--- src/rtl/image_unshear_if.sv ---
// Handshake bundle for image_unshear: frame control, sheared-buffer read port
// and the valid/ready pixel stream.
interface image_unshear_if #(
   parameter int unsigned AW = 20
) ();
   logic          start;
   logic          busy;
   logic          done;
   logic          rd_en;
   logic [AW-1:0] rd_addr;
   logic [7:0]    rd_data;
   logic          out_valid;
   logic          out_ready;
   logic [7:0]    out_data;
   logic          out_last;

   modport master (
      output start, output rd_data, output out_ready,
      input  busy,  input  done,    input  rd_en,     input rd_addr,
      input  out_valid, input out_data, input out_last
   );

   modport slave (
      input  start, input  rd_data, input  out_ready,
      output busy,  output done,    output rd_en,     output rd_addr,
      output out_valid, output out_data, output out_last
   );
endinterface

--- src/rtl/image_unshear.sv ---
// Streams an un-sheared image by reading a sheared frame buffer in output raster order.
// Optional stall counter output enabled by defining IMAGE_UNSHEAR_STALLCNT_EN.
module image_unshear #(
   parameter int unsigned ROWS = 242,
   parameter int unsigned COLS = 247,
   parameter int unsigned SHX  = 77,
   parameter int unsigned SHY  = 102,
   parameter int unsigned AW   = 20
) (
   input  logic             clk,
   input  logic             rst,
   image_unshear_if.slave   bus
`ifdef IMAGE_UNSHEAR_STALLCNT_EN
   ,
   output logic [31:0]      stall_cnt
`endif
);
   localparam int unsigned SW = COLS + (ROWS * SHX) / 256;
   localparam int unsigned RW = $clog2(ROWS + 1);
   localparam int unsigned CW = $clog2(COLS + 1);

   typedef enum logic [1:0] {S_IDLE, S_RUN, S_DRAIN} state_e;

   state_e            state_q, state_d;
   logic [RW-1:0]     i_q, i_d;
   logic [CW-1:0]     j_q, j_d;
   logic [7:0]        fx_q, fx_d, fy_q, fy_d;
   logic [AW-1:0]     row_base_q, row_base_d, col_term_q, col_term_d;
   logic              rd_en_q, rd_en_d, rd_last_q, rd_last_d;
   logic [AW-1:0]     rd_addr_q, rd_addr_d;
   logic              dv_q, dv_last_q;
   logic              busy_q, busy_d, done_q, done_d;
   logic              out_valid_q, out_valid_d, out_last_q, out_last_d;
   logic [7:0]        out_data_q, out_data_d;
   logic [1:0][7:0]   skid_data_q, skid_data_d;
   logic [1:0]        skid_last_q, skid_last_d;
   logic [1:0]        skid_cnt_q, skid_cnt_d;

   logic              pop_c, issue_ok_c, row_end_c, last_px_c, taken_c;
   logic [2:0]        held_c;
   logic [1:0]        n_c;
   logic [8:0]        fx_sum_c, fy_sum_c;

   // Output register plus 2-entry skid give three slots, enough to cover the
   // three-cycle issue-to-buffer loop at one pixel per cycle.
   assign pop_c      = out_valid_q && bus.out_ready;
   assign held_c     = 3'(out_valid_q) + 3'(skid_cnt_q) + 3'(rd_en_q) + 3'(dv_q);
   assign issue_ok_c = (held_c - 3'(pop_c)) < 3'd3;
   assign row_end_c  = (j_q == CW'(COLS - 1));
   assign last_px_c  = row_end_c && (i_q == RW'(ROWS - 1));
   assign fx_sum_c   = 9'(fx_q) + 9'(SHX);
   assign fy_sum_c   = 9'(fy_q) + 9'(SHY);

   // Frame FSM and incremental address generation
   always_comb begin
      state_d    = state_q;
      i_d        = i_q;
      j_d        = j_q;
      fx_d       = fx_q;
      fy_d       = fy_q;
      row_base_d = row_base_q;
      col_term_d = col_term_q;
      rd_en_d    = 1'b0;
      rd_last_d  = 1'b0;
      rd_addr_d  = rd_addr_q;
      done_d     = 1'b0;
      case (state_q)
         S_IDLE: begin
            if (bus.start) begin
               state_d    = S_RUN;
               i_d        = '0;
               j_d        = '0;
               fx_d       = '0;
               fy_d       = '0;
               row_base_d = '0;
               col_term_d = '0;
            end
         end
         S_RUN: begin
            if (issue_ok_c) begin
               rd_en_d   = 1'b1;
               rd_last_d = last_px_c;
               rd_addr_d = row_base_q + col_term_q;
               if (row_end_c) begin
                  j_d        = '0;
                  fy_d       = '0;
                  col_term_d = '0;
                  i_d        = i_q + RW'(1);
                  fx_d       = fx_sum_c[7:0];
                  row_base_d = row_base_q + AW'(SW) + AW'(fx_sum_c[8]);
               end else begin
                  j_d        = j_q + CW'(1);
                  fy_d       = fy_sum_c[7:0];
                  col_term_d = col_term_q + (fy_sum_c[8] ? AW'(SW + 1) : AW'(1));
               end
               if (last_px_c) state_d = S_DRAIN;
            end
         end
         S_DRAIN: begin
            if (pop_c && out_last_q) begin
               state_d = S_IDLE;
               done_d  = 1'b1;
            end
         end
         default: state_d = S_IDLE;
      endcase
      busy_d = (state_d != S_IDLE);
   end

   // Output register refills from the skid head first, else straight from read data
   always_comb begin
      out_valid_d = out_valid_q;
      out_data_d  = out_data_q;
      out_last_d  = out_last_q;
      skid_data_d = skid_data_q;
      skid_last_d = skid_last_q;
      n_c         = skid_cnt_q;
      taken_c     = 1'b0;
      if (!out_valid_q || pop_c) begin
         if (skid_cnt_q != 2'd0) begin
            out_valid_d    = 1'b1;
            out_data_d     = skid_data_q[0];
            out_last_d     = skid_last_q[0];
            skid_data_d[0] = skid_data_q[1];
            skid_last_d[0] = skid_last_q[1];
            n_c            = skid_cnt_q - 2'd1;
         end else if (dv_q) begin
            out_valid_d = 1'b1;
            out_data_d  = bus.rd_data;
            out_last_d  = dv_last_q;
            taken_c     = 1'b1;
         end else begin
            out_valid_d = 1'b0;
            out_last_d  = 1'b0;
         end
      end
      if (dv_q && !taken_c && (n_c < 2'd2)) begin
         skid_data_d[n_c[0]] = bus.rd_data;
         skid_last_d[n_c[0]] = dv_last_q;
         n_c                 = n_c + 2'd1;
      end
      skid_cnt_d = n_c;
   end

   always_ff @(posedge clk) begin
      if (rst) begin
         state_q     <= S_IDLE;
         i_q         <= '0;
         j_q         <= '0;
         fx_q        <= '0;
         fy_q        <= '0;
         row_base_q  <= '0;
         col_term_q  <= '0;
         rd_en_q     <= 1'b0;
         rd_last_q   <= 1'b0;
         rd_addr_q   <= '0;
         dv_q        <= 1'b0;
         dv_last_q   <= 1'b0;
         busy_q      <= 1'b0;
         done_q      <= 1'b0;
         out_valid_q <= 1'b0;
         out_data_q  <= '0;
         out_last_q  <= 1'b0;
         skid_data_q <= '0;
         skid_last_q <= '0;
         skid_cnt_q  <= '0;
      end else begin
         state_q     <= state_d;
         i_q         <= i_d;
         j_q         <= j_d;
         fx_q        <= fx_d;
         fy_q        <= fy_d;
         row_base_q  <= row_base_d;
         col_term_q  <= col_term_d;
         rd_en_q     <= rd_en_d;
         rd_last_q   <= rd_last_d;
         rd_addr_q   <= rd_addr_d;
         dv_q        <= rd_en_q;
         dv_last_q   <= rd_last_q;
         busy_q      <= busy_d;
         done_q      <= done_d;
         out_valid_q <= out_valid_d;
         out_data_q  <= out_data_d;
         out_last_q  <= out_last_d;
         skid_data_q <= skid_data_d;
         skid_last_q <= skid_last_d;
         skid_cnt_q  <= skid_cnt_d;
      end
   end

   assign bus.busy      = busy_q;
   assign bus.done      = done_q;
   assign bus.rd_en     = rd_en_q;
   assign bus.rd_addr   = rd_addr_q;
   assign bus.out_valid = out_valid_q;
   assign bus.out_data  = out_data_q;
   assign bus.out_last  = out_last_q;

`ifdef IMAGE_UNSHEAR_STALLCNT_EN
   logic [31:0] stall_cnt_q, stall_cnt_d;

   // Saturating count of cycles the downstream holds off a valid pixel
   always_comb begin
      stall_cnt_d = stall_cnt_q;
      if (state_q == S_IDLE && bus.start) begin
         stall_cnt_d = '0;
      end else if (out_valid_q && !bus.out_ready && (stall_cnt_q != '1)) begin
         stall_cnt_d = stall_cnt_q + 32'd1;
      end
   end

   always_ff @(posedge clk) begin
      if (rst) stall_cnt_q <= '0;
      else     stall_cnt_q <= stall_cnt_d;
   end

   assign stall_cnt = stall_cnt_q;
`endif
endmodule

--- src/flat_wrapper.sv ---
// flat-port wrapper written by rule: the top's interface ports become plain ports
module image_unshear_flat 
#(
   parameter int unsigned ROWS = 242,
   parameter int unsigned COLS = 247,
   parameter int unsigned SHX  = 77,
   parameter int unsigned SHY  = 102,
   parameter int unsigned AW   = 20
)
  (clk, rst, bus_start, bus_rd_data, bus_out_ready, bus_busy, bus_done, bus_rd_en, bus_rd_addr, bus_out_valid, bus_out_data, bus_out_last);
  image_unshear_if #(.AW(AW)) bus_i ();
  input  logic clk;
  input  logic rst;
  input wire logic [$bits(bus_i.start)-1:0] bus_start;
  input wire logic [$bits(bus_i.rd_data)-1:0] bus_rd_data;
  input wire logic [$bits(bus_i.out_ready)-1:0] bus_out_ready;
  output wire logic [$bits(bus_i.busy)-1:0] bus_busy;
  output wire logic [$bits(bus_i.done)-1:0] bus_done;
  output wire logic [$bits(bus_i.rd_en)-1:0] bus_rd_en;
  output wire logic [$bits(bus_i.rd_addr)-1:0] bus_rd_addr;
  output wire logic [$bits(bus_i.out_valid)-1:0] bus_out_valid;
  output wire logic [$bits(bus_i.out_data)-1:0] bus_out_data;
  output wire logic [$bits(bus_i.out_last)-1:0] bus_out_last;
  assign bus_i.start = bus_start;
  assign bus_i.rd_data = bus_rd_data;
  assign bus_i.out_ready = bus_out_ready;
  assign bus_busy = bus_i.busy;
  assign bus_done = bus_i.done;
  assign bus_rd_en = bus_i.rd_en;
  assign bus_rd_addr = bus_i.rd_addr;
  assign bus_out_valid = bus_i.out_valid;
  assign bus_out_data = bus_i.out_data;
  assign bus_out_last = bus_i.out_last;
  image_unshear #(.ROWS(ROWS), .COLS(COLS), .SHX(SHX), .SHY(SHY), .AW(AW)) u_core (.clk(clk), .rst(rst), .bus(bus_i));
endmodule
--- config.mk ---
export PLATFORM = sky130hd
export DESIGN_NAME = image_unshear_flat
export DESIGN_NICKNAME = d
export VERILOG_FILES = /design/src/rtl/image_unshear_if.sv /design/src/rtl/image_unshear.sv /design/src/flat_wrapper.sv
export SDC_FILE = /design/constraint.sdc
export NUM_CORES = 1
export LEC_CHECK = 0
export ABC_AREA = 1
export BUFFER_PORTS_ARGS = -buffer_cell sky130_fd_sc_hd__buf_2
export CORE_ASPECT_RATIO = 1.25
export CORE_MARGIN = 3
export CORE_UTILIZATION = 60
export CTS_CLUSTER_SIZE = 12
export DETAILED_ROUTE_END_ITERATION = 8
export GPL_TIMING_DRIVEN = 1
export PLACE_DENSITY = 0.84
export SYNTH_ARGS = -nofsm -noshare
export SYNTH_HDL_FRONTEND = slang
export SYNTH_SLANG_ARGS = --single-unit
--- constraint.sdc ---
create_clock -name clk -period 4.1 [get_ports clk]
set_clock_uncertainty 0.2 [all_clocks]
set_input_delay 0.82 -clock clk [delete_from_list [all_inputs] [get_ports clk]]
set_output_delay 0.82 -clock clk [all_outputs]
set_load 0.01 [all_outputs]
==> results by group <==
Drt
  • Drt wl/cell: approximately 14 µm
  • Initial drt markers: 410
  • Drc violations: 0
  • Vias per cell: around 5.5
  • Total Wirelength: 17.7 mm
  • Vias: between 7000 and 8000
  • Antenna-violating nets left: 0
  • First-pass DRT Iterations: 5

Die
  • Core Rows: 44
  • Starting Density: 0.618
  • Die area: around 0.013 mm²
  • Core Box Area: around 0.012 mm²
  • Die width: about 100 µm
  • # IOs: 45
  • Chip height: 129 µm

Global routing
  • First-pass GRT wire length: roughly 30 mm
  • Global Route Usage Sum: 0.268
  • Congestion Overflow GR: 0
  • Vias in the first global route: around 6600
  • Largest net degree at the start of global routing: 44
  • Initial antenna violation count: 0

STA
  • Setup violators final: 0
  • Fmax: roughly 0.28 GHz
  • Max Slew Vio Count: 0
  • Final worst setup slack: ~530 ps
  • Fin crit period: between 3000 and 4000 ps
  • RSZ-0062 raised after global routing: no
  • Headroom to the max-slew limit: 0.591
  • Final hold vios: 0
  • Slew of the pin with the lowest slew margin: around 600 ps
  • Setup TNS: 0 ps
  • Final Cycle Share: 0.870

Job
  • Max Cap Viol: 0

Worst setup path
  • Most frequent CP cell: nand2_1
  • Crit-path slowest cell: fa_1
  • Worst R2R End: u_core.row_base_q[19]
  • Worst reg2reg setup slack: ~660 ps
  • Critical path data required time: approximately 4300 ps
  • Critical path class: in2reg
  • Reg2reg start: u_core.dv_q
  • FF-to-FF path depth: 18
  • CP Capture Type: flip-flop
  • Crit-path max cell delay: between 400 and 500 ps
  • Crit-path cells: buf_2 -> nand2_1 -> inv_1 -> ha_1 -> fa_1 -> inv_1 -> ha_1 -> fa_1 -> inv_1 -> nand2_1 -> nand2_1 -> nand3_4 -> nand2_4 -> nand2_4 -> buf_4 -> nor2_8 -> nand4_1 -> nand2_1 -> nand2_1 -> nor2_1
  • Critical path fanouts, max: 8
  • CP Data Arrival Time: 3720 ps
  • Crit start category: input pin

Place
  • Setup WS pre-CTS: between 150 and 200 ps
  • PortBufs: 44
  • Cell area after placement: roughly 0.0076 mm²
  • Post-DP HPWL: roughly 12 mm
  • RePlAce Congestion: between 0.9 and 1

Pwr
  • Sw Ratio: 0.258
  • Power, Total: around 3.4 mW
  • Int Pwr: about 2.5 mW
  • Worst vdd ir: ~270 µV
  • PD cells: roughly 400 mW/mm²
  • Flop pwr share: 0.402
  • Leakage: 3.75 nW
  • Sw Pwr: a little under 0.9 mW
  • Logic pwr share: 0.114
  • Clk pwr share: 0.485

Finish
  • Synth-to-Final Area Change: 14.3%
  • Commonest cells after routing, fill and taps aside: nand2_1 (265), inv_1 (138), dfxtp_1 (129)
  • Most common cell after layout, fill and taps aside: nand2_1
  • Final Core Density: 0.707
  • Diode count: 0
  • NumNets Final: approximately 1200
  • FILL cells: around 1000
  • Post-route cell area: slightly above 0.008 mm²
  • Layout cell share with drive strength beyond 1: 0.0977

Synth
  • Synth warn: 0
  • Mean Syn Cell Area: 6.78 µm²
  • Seq/Total Area, Yosys: 0.358
  • Top cell type's share of synthesized area: 0.358
  • Post-Synthesis Cells: 1065
  • Yosys reg bits: about 130
  • Post-synthesis cell area: 0.00722 mm²
  • Post-synth EDFFs: 0
  • Synth top area cells: dfxtp_1 (36%), nand2_1 (14%), inv_1 (7.2%), a21oi_1 (6.4%), ha_1 (6.1%)
  • Most used DFF post-synth: dfxtp_1
  • Async SR Flop Fraction: 0
  • Area leader, netlist: dfxtp_1
  • Synth cell types: 45
  • Post-synth net total: roughly 1100

CTS
  • Clock-pin transition on the worst setup and hold timing paths: 60 ps
  • CTS Buf Count: 17
  • Setup bufs post-CTS: 0
  • Later-pin clock latency in the skew report: 420 ps
  • TritonCTS clock tree: yes
  • Hold_buf cts: 0
  • Cts repair resizes: 0
  • Clock net sink count: between 100 and 150
  • Root buf cell: clkbuf_16
  • CTS max path bufs: 2
  • CTS H-Tree Depth: 4

Worst hold path
  • Hold path start: u_core.rd_last_q
  • Hold Path Class: reg2reg
  • Hold Crit Depth: 2
  • Hold Path End: u_core.dv_last_q

Outcome
  • Status: complete, no violations
## area by class of cell
class / count / area (µm²) / share of cell area
multi-input combinational: 764 / 3950 / 0.478
sequential: 129 / 2580 / 0.313
inverter: 144 / 541 / 0.0655
clock buffer: 19 / 453 / 0.0549
timing repair buffer: 57 / 343 / 0.0416
tap: 161 / 201 / 0.0244
clock inverter: 13 / 183 / 0.0221
## stage by stage
stage               instances  hold slack [ps]
floorplan                1065              188
global placement         1255              195
detailed placement       1255              195
CTS                      1287              203
global route             1287              226
finish                   1287              206
## cells by family after synthesis
kind of cell / synth area share
AO/OA/AOI/OAI: 0.159
XOR/XNOR: 0.0158
adder cells (fa/ha/maj): 0.0690
buffers and inverters: 0.0953
flip-flops: 0.358
AND/OR/NAND/NOR: 0.303
## cells in the mapped netlist, types with 4 or more instances
master,number
nand4_1,18
nor2_1,99
o21ai_1,4
dfxtp_1,129
inv_2,5
clkbuf_1,12
buf_4,4
xor2_1,7
ha_1,35
buf_2,10
inv_1,138
o21a_1,10
nand2_1,265
nand3_1,72
nor4_1,6
or2_2,4
o211a_1,4
a31oi_1,9
o21ai_0,71
o21bai_1,7
a21oi_1,93
nor3_1,21
xnor2_1,6
## sequential cells by signal (all words and copies together) (netlist names)
| signal | cells |
|---|---|
| u_core.bus.busy | 1 |
| u_core.j_q | 8 |
| u_core.bus.rd_en | 1 |
| u_core.fx_q | 8 |
| u_core.bus.out_valid | 1 |
| u_core.bus.done | 1 |
| u_core.skid_data_q | 16 |
| u_core.bus.out_last | 1 |
| u_core.dv_q | 1 |
| u_core.row_base_q | 20 |
| u_core.fy_q | 7 |
| u_core.skid_last_q | 2 |
| u_core.state_q | 2 |
| u_core.bus.out_data | 8 |
| u_core.rd_last_q | 1 |
| u_core.col_term_q | 20 |
| u_core.i_q | 8 |
| u_core.dv_last_q | 1 |
| u_core.skid_cnt_q | 2 |
| u_core.bus.rd_addr | 20 |
## how the worst max path moves through the flow
| stage | startpoint | end | slack, ps | depth (start not counted) |
|---|---|---|---|---|
| after floorplan | bus_out_ready | u_core.row_base_q[14] | 520 | 17 |
| after global placement | bus_out_ready | u_core.row_base_q[19] | 280 | 20 |
| after detailed placement | bus_out_ready | u_core.fy_q[4] | 190 | 16 |
| after CTS | bus_out_ready | u_core.row_base_q[19] | 510 | 20 |
| after global routing | bus_out_ready | u_core.fx_q[4] | 290 | 18 |
| final | bus_out_ready | u_core.row_base_q[19] | 530 | 20 |
## power groups by stage
stage	clock network (mW)	logic, mW	registers, mW
2_1_floorplan	0	0.256	1.38
3_3_place_gp	0	0.370	1.38
3_5_place_dp	0	0.379	1.38
4_1_cts	1.64	0.384	1.35
5_1_grt	1.70	0.431	1.36
6_report	1.63	0.383	1.35
## per-layer routing
| layer | vias to the layer above | track usage | wire [µm] |
|---|---|---|---|
| met2 | 200 | 0.489 | 8960 |
| met1 | 3245 | 0.296 | 7260 |
| li1 | 3583 | - | - |
| met4 | 0 | 0.131 | 634 |
| met5 | - | 0 | 0 |
| met3 | 44 | 0.0592 | 873 |
## worst max-delay path: cells and delay by family
kind                       cells  cell delay (ps)
and+or+nand+nor               11             1090
buffers and inverters          5              450
adders and majority gates      4             1330
No activity file was read; power rests on OpenSTA's default activity.
